<file path="src/rtl/robot_pkg.sv">
// rtl/robot_pkg.sv - shared command encoding, player states and board timing constants
package robot_pkg;

  localparam int CLK_HZ  = 50_000_000;
  localparam int STEP_MS = 2000;
  // Dwell per command expressed in clock cycles (2 s at 50 MHz).
  localparam int DEFAULT_STEP_CYCLES = (CLK_HZ / 1000) * STEP_MS;

  // Shared with the programming stage and the display/torque decoder.
  typedef enum logic [1:0] {
    CMD_FWD   = 2'b00,
    CMD_RIGHT = 2'b01,
    CMD_LEFT  = 2'b10,
    CMD_BACK  = 2'b11
  } cmd_t;

  typedef enum logic [2:0] {
    ST_IDLE,
    ST_FETCH,
    ST_WAIT_RD,
    ST_RUN,
    ST_DONE
  } player_state_t;

endpackage

</file>
<file path="src/rtl/step_timer.sv">
// rtl/step_timer.sv - loadable down-counter that flags the cycle its count reaches zero
//
// Ports:
//   clk, rst        clock, synchronous active-high reset
//   clr_i           force the count to zero (used on abort)
//   load_i          load load_val_i (takes priority over enable)
//   load_val_i      value to load
//   en_i            decrement while count is non-zero
//   expire_o        high while enabled and the count is zero
module step_timer #(
  parameter int TMR_W = 27
) (
  input  logic             clk,
  input  logic             rst,
  input  logic             clr_i,
  input  logic             load_i,
  input  logic [TMR_W-1:0] load_val_i,
  input  logic             en_i,
  output logic             expire_o
);

  logic [TMR_W-1:0] cnt_q;
  logic [TMR_W-1:0] cnt_d;

  always_comb begin
    cnt_d = cnt_q;
    if (clr_i) begin
      cnt_d = '0;
    end else if (load_i) begin
      cnt_d = load_val_i;
    end else if (en_i && (cnt_q != '0)) begin
      cnt_d = cnt_q - TMR_W'(1);
    end
  end

  always_ff @(posedge clk) begin
    if (rst) begin
      cnt_q <= '0;
    end else begin
      cnt_q <= cnt_d;
    end
  end

  assign expire_o = en_i && !load_i && !clr_i && (cnt_q == '0);

endmodule

</file>
<file path="src/rtl/command_player.sv">
// rtl/command_player.sv - plays stored direction commands with a fixed dwell per command
//
// Ports:
//   clk, rst      clock, synchronous active-high reset
//   start, abort  single-cycle pulses; abort wins when both are high
//   cmd_count     number of stored commands (0..2**ADDR_W), latched on accepted start
//   rd_en/rd_addr read request to the command buffer (synchronous, 1-cycle latency)
//   rd_data       command word returned by the buffer
//   cmd_valid     cmd_code/step_index are being executed this cycle
//   cmd_code      current (or, in DONE, last) command
//   step_index    index of current (or last) command
//   busy          high while fetching or executing
//   done          playback finished; held until abort or a new start
module command_player
  import robot_pkg::*;
#(
  parameter int ADDR_W      = 8,
  parameter int STEP_CYCLES = DEFAULT_STEP_CYCLES,
  parameter int TMR_W       = 27
) (
  input  logic              clk,
  input  logic              rst,
  input  logic              start,
  input  logic              abort,
  input  logic [ADDR_W:0]   cmd_count,
  output logic              rd_en,
  output logic [ADDR_W-1:0] rd_addr,
  input  logic [1:0]        rd_data,
  output logic              cmd_valid,
  output logic [1:0]        cmd_code,
  output logic [ADDR_W-1:0] step_index,
  output logic              busy,
  output logic              done
);

  localparam logic [TMR_W-1:0] TMR_LOAD = TMR_W'(STEP_CYCLES - 1);

  player_state_t     state_q, state_d;
  logic [ADDR_W-1:0] idx_q, idx_d;
  logic [ADDR_W:0]   count_q, count_d;
  logic              rd_en_q, rd_en_d;
  logic [ADDR_W-1:0] rd_addr_q, rd_addr_d;
  logic              cmd_valid_q, cmd_valid_d;
  cmd_t              cmd_code_q, cmd_code_d;
  logic [ADDR_W-1:0] step_index_q, step_index_d;
  logic              busy_q, busy_d;
  logic              done_q, done_d;

  logic              tmr_clr, tmr_load, tmr_en, tmr_expire;
  // One bit wider than idx so a full 2**ADDR_W buffer terminates instead of wrapping.
  logic [ADDR_W:0]   next_idx;

  assign next_idx = {1'b0, idx_q} + (ADDR_W+1)'(1);

  step_timer #(
    .TMR_W(TMR_W)
  ) u_step_timer (
    .clk       (clk),
    .rst       (rst),
    .clr_i     (tmr_clr),
    .load_i    (tmr_load),
    .load_val_i(TMR_LOAD),
    .en_i      (tmr_en),
    .expire_o  (tmr_expire)
  );

  // Outputs are registered, so each *_d is the value to show in the state being entered.
  always_comb begin
    state_d      = state_q;
    idx_d        = idx_q;
    count_d      = count_q;
    rd_en_d      = 1'b0;
    rd_addr_d    = rd_addr_q;
    cmd_valid_d  = 1'b0;
    cmd_code_d   = cmd_code_q;
    step_index_d = step_index_q;
    busy_d       = busy_q;
    done_d       = done_q;
    tmr_clr      = 1'b0;
    tmr_load     = 1'b0;
    tmr_en       = 1'b0;

    if (abort) begin
      state_d      = ST_IDLE;
      idx_d        = '0;
      count_d      = '0;
      rd_addr_d    = '0;
      cmd_code_d   = CMD_FWD;
      step_index_d = '0;
      busy_d       = 1'b0;
      done_d       = 1'b0;
      tmr_clr      = 1'b1;
    end else begin
      unique case (state_q)
        ST_IDLE, ST_DONE: begin
          if (start) begin
            if (cmd_count != '0) begin
              state_d   = ST_FETCH;
              count_d   = cmd_count;
              idx_d     = '0;
              rd_en_d   = 1'b1;
              rd_addr_d = '0;
              busy_d    = 1'b1;
              done_d    = 1'b0;
            end else begin
              state_d = ST_DONE;
              busy_d  = 1'b0;
              done_d  = 1'b1;
            end
          end
        end
        ST_FETCH: begin
          state_d = ST_WAIT_RD;
        end
        ST_WAIT_RD: begin
          // Buffer data is valid now, one cycle after the read strobe.
          state_d      = ST_RUN;
          cmd_code_d   = cmd_t'(rd_data);
          step_index_d = idx_q;
          cmd_valid_d  = 1'b1;
          tmr_load     = 1'b1;
        end
        ST_RUN: begin
          tmr_en = 1'b1;
          if (tmr_expire) begin
            if (next_idx < count_q) begin
              state_d   = ST_FETCH;
              idx_d     = next_idx[ADDR_W-1:0];
              rd_en_d   = 1'b1;
              rd_addr_d = next_idx[ADDR_W-1:0];
            end else begin
              state_d = ST_DONE;
              busy_d  = 1'b0;
              done_d  = 1'b1;
            end
          end else begin
            cmd_valid_d = 1'b1;
          end
        end
        default: begin
          state_d = ST_IDLE;
          busy_d  = 1'b0;
          done_d  = 1'b0;
        end
      endcase
    end
  end

  always_ff @(posedge clk) begin
    if (rst) begin
      state_q      <= ST_IDLE;
      idx_q        <= '0;
      count_q      <= '0;
      rd_en_q      <= 1'b0;
      rd_addr_q    <= '0;
      cmd_valid_q  <= 1'b0;
      cmd_code_q   <= CMD_FWD;
      step_index_q <= '0;
      busy_q       <= 1'b0;
      done_q       <= 1'b0;
    end else begin
      state_q      <= state_d;
      idx_q        <= idx_d;
      count_q      <= count_d;
      rd_en_q      <= rd_en_d;
      rd_addr_q    <= rd_addr_d;
      cmd_valid_q  <= cmd_valid_d;
      cmd_code_q   <= cmd_code_d;
      step_index_q <= step_index_d;
      busy_q       <= busy_d;
      done_q       <= done_d;
    end
  end

  assign rd_en      = rd_en_q;
  assign rd_addr    = rd_addr_q;
  assign cmd_valid  = cmd_valid_q;
  assign cmd_code   = cmd_code_q;
  assign step_index = step_index_q;
  assign busy       = busy_q;
  assign done       = done_q;

endmodule

</file>
<file path="config.mk">
export PLATFORM = sky130hd
export DESIGN_NAME = command_player
export DESIGN_NICKNAME = d
export VERILOG_FILES = /design/src/rtl/robot_pkg.sv /design/src/rtl/step_timer.sv /design/src/rtl/command_player.sv
export SDC_FILE = /design/constraint.sdc
export NUM_CORES = 1
export LEC_CHECK = 0
export CAP_MARGIN = 20
export CORE_ASPECT_RATIO = 0.9
export CORE_UTILIZATION = 40
export DETAILED_ROUTE_END_ITERATION = 10
export GPL_TIMING_DRIVEN = 0
export PLACE_DENSITY_LB_ADDON = 0.05
export SYNTH_ARGS = -nofsm -noshare
export SYNTH_HDL_FRONTEND = slang
export SYNTH_HIERARCHICAL = 1
export SYNTH_SLANG_ARGS = --single-unit
</file>
<file path="constraint.sdc">
create_clock -name clk -period 10.2 [get_ports clk]
set_input_delay 2.04 -clock clk [delete_from_list [all_inputs] [get_ports clk]]
set_output_delay 2.04 -clock clk [all_outputs]
set_load 0.005 [all_outputs]
</file>
==> results by group, run 1 <==
Status
  • Status: completed

Pwr
  • Clock power share: 39.4%
  • Flop pwr share: 48.8%
  • Max VDD drop: 51.7 µV
  • Int Power: 0.360 mW
  • NetSw: 0.142 mW
  • PwrDens: 119 nW/µm²
  • Sw Ratio: 28.3%
  • Leakage: 1.59 nW
  • Combinational power share: 11.8%
  • Total Power: 0.502 mW

Layout
  • Layout fillers: 815
  • Layout cells sized above 1: 9.18%
  • # diodes: 0
  • Layout area overhead: 22.5%
  • Most common library cell in the layout ignoring fill and taps: dfxtp_1
  • Most frequent cells in the layout: dfxtp_1 (61), nand2_1 (39), clkdlybuf4s50_1 (36)
  • Nets: 510

Synthesis
  • Post-synth EDFFs: 0
  • Mapped Avg Cell Area: 8.36 µm²
  • Synth top area cells: dfxtp_1 (35%), a21oi_1 (4.5%), nand2_1 (4.2%)
  • Yosys reg bits: 61
  • Synth Flop Type: dfxtp_1
  • YS warnings: 6
  • Post-synthesis async set-or-reset flop share: 0%
  • Gate Count Post-Synth: 413
  • Area share of the leading cell type in the synthesized netlist: 35.4%
  • Library cells used by synthesis: 58
  • Post-Syn Area: 3450 µm²
  • Register area share after synthesis: 35.4%
  • Biggest area consumer among synthesized cells: dfxtp_1

Timing
  • Hold Vio Cnt, Final: 0
  • TNS Setup: 0 ns
  • Final Cycle Share: 56.3%
  • Layout Skew: 0.00960 ns
  • Final slew viol count: 0
  • Worst Tran Pin Value: 0.838 ns
  • Final setup viols: 0
  • Max-slew headroom: 43.6%
  • RSZ-0062 raised after global routing: false
  • Final Critical Period: 5.74 ns
  • Peak Freq: 174 MHz

Critical path
  • CP Max Fanout: 9
  • R2r setup slk: 5.60 ns
  • CP Class: primary input to register
  • CP startpoint kind: primary input
  • Worst R2R Start: state_q[2]
  • CP Capture Type: register
  • Arrival time at the worst endpoint: 5.98 ns
  • Slowest CP cell: nor4_1
  • R2r endpoint: rd_addr[0]
  • Crit-path cells: clkdlybuf4s50_1 -> nor2_1 -> nor4b_2 -> nand4_1 -> or4_4 -> nor4_1 -> inv_1 -> a2111o_1 -> and3_1 -> o21a_1
  • Worst endpoint required time: 10.44 ns
  • Slowest stage delay, CP: 0.71 ns
  • Worst r2r path cells: 13

Floorplanning
  • Core Rows: 31
  • Die Wd: 99.9 µm
  • Initial Util: 42.0%
  • Die ar.: 9010 µm²
  • Die outline height: 90.1 µm
  • I/O Pins: 37
  • Core Box Area: 8220 µm²

Worst hold path
  • Worst Hold End: count_q[8]
  • Worst Hold Class: register to register
  • Hold Crit Start: count_q[8]
  • Min-Delay Path Depth: 2

Routing
  • DR DRC count: 0
  • Starting DRT DRC Count: 53
  • Drt pass-1 iters: 4
  • Final wirelength: 8.46 mm
  • Vias per cell: 5.22
  • Routed Antenna Nets: 0
  • Wire length per cell: 14.0 µm
  • Vias: 3159

Placed design
  • IO buf count: 36
  • Routability-driven placement congestion ratio: 0.821
  • Hpwl dp: 6.10 mm

Global routing
  • Gr usage total: 19.5%
  • Total gr overflow: 0
  • Antenna violations before repair: 0
  • Largest net degree at the start of global routing: 12
  • Vias in the first global route: 2876
  • First-pass GRT wire length: 14.0 mm

Clock network
  • Max clock buf depth: 2
  • Resized cells post-CTS: 0
  • CTS Sinks: 61
  • H-Tree Level Count: 3
  • CTS root buffer: clkbuf_8
  • Worst-path clk slew: 0.08 ns
  • Worst-Skew Late Latency: 0.34 ns
  • Post-CTS Setup Repair Bufs: 0
  • Number of clock buffers inserted by TritonCTS: 9
  • CTS tree: yes
  • Hold Buf Count CTS: 0

Run
  • MaxCap Viol Count: 0
==> registers in the layout (all words and copies together) (netlist names) <==
name,flops
rd_addr,8
cmd_code,2
done,1
count_q,9
rd_en,1
step_index,8
state_q,3
busy,1
u_step_timer/cnt_q,27
cmd_valid,1
==> worst max path at each step <==
| stage | start | endpoint | cells past startpoint |
|---|---|---|---|
| after floorplan | abort | rd_addr[0] | 9 |
| final | abort | rd_addr[0] | 10 |
| after CTS | abort | rd_addr[0] | 10 |
| after global placement | abort | rd_addr[0] | 10 |
| after global routing | abort | rd_addr[0] | 10 |
| after detailed placement | abort | rd_addr[0] | 10 |
==> kinds of logic after synthesis <==
| logic type | share of synthesized area, % |
|---|---|
| AO/OA/AOI/OAI | 21.5 |
| multiplexers | 3.77 |
| buffers and inverters | 4.68 |
| XOR/XNOR | 4.31 |
| adder cells (fa/ha/maj) | 3.62 |
| AND/OR/NAND/NOR | 26.6 |
| flip-flops | 35.4 |
| other | 0.218 |
==> stage by stage <==
stage | utilization (%) | cell area (µm²) | hold slack (ns) | worst slack (ns) | std cells
2_1_floorplan | - | 3550 | 0.432 | 5.53 | 438
3_3_place_gp | 49.3 | 4050 | 0.446 | 4.15 | 589
3_5_place_dp | 49.3 | 4050 | 0.450 | 4.12 | 589
4_1_cts | 51.4 | 4230 | 0.461 | 4.49 | 605
5_1_grt | 51.4 | 4230 | 0.487 | 4.21 | 605
6_report | 51.4 | 4230 | 0.455 | 4.46 | 605
==> per-layer routing <==
layer  GRT usage [%]  share of wire (%)
met1            24.8                 48
met2            32.1                 46
met3            4.51                3.9
met4            6.50                1.7
met5               0                  0
==> cell usage after synthesis, types with 4 or more instances <==
library cell  instances
nand2b_1              4
or2_2                 5
a211oi_1              9
xor2_1                5
nand3_1               9
nor2b_1               6
o31ai_1               5
nand2_1              39
mux2i_1              13
a2111oi_2             4
a21oi_1              31
a31oi_1               5
o21ai_0              28
or3_1                11
o311a_1               4
ha_1                 10
xnor2_1              12
nand4_1               7
and3_1               10
nor2_1               28
inv_1                16
o2bb2ai_1             4
a2111oi_0             4
nor4_1                5
dfxtp_1              61
or4_1                 5
nor3_1               12
clkbuf_1             15
==> layout make-up <==
cell class	count	area, µm²	area share (%)
Timing Repair Buffer	36	360	8.52
Tap cell	115	144	3.40
Sequential cell	61	1220	28.9
Clock inverter	5	36.3	0.858
Inverter	16	60.1	1.42
Multi-Input combinational cell	340	2160	51.2
Buffer	21	101	2.40
Clock buffer	11	141	3.34
==> power groups by stage <==
stage / Sequential [mW] / Combinational (mW) / Clock [mW]
final: 0.245 / 0.0593 / 0.198
after global routing: 0.245 / 0.0667 / 0.212
after CTS: 0.245 / 0.0597 / 0.202
after detailed placement: 0.250 / 0.0593 / 0
after global placement: 0.250 / 0.0585 / 0
after floorplan: 0.250 / 0.0400 / 0
==> worst max-delay path, delay by kind of cell <==
family	cells	cell delay, ns
simple gates	6	2.68
compound gates	2	0.61
buf+inv	2	0.63
No activity file was read; power rests on OpenSTA's default activity.
==> run 2, diff against run 1 <==
- clock period: 10.2 -> 5 ns (I/O delays scaled with it)
==> results of run 2 <==
The final DEF is identical to that of run 1. Status: completed.
Main changes from that run: setup slack after placement 4.12 ns -> -0.0393 ns; setup slack after layout 4.46 ns -> 0.298 ns; register-to-register setup slack 5.60 ns -> 0.40 ns; total power 0.502 mW -> 1.02 mW; worst IR drop on VDD 51.7 µV -> 105 µV
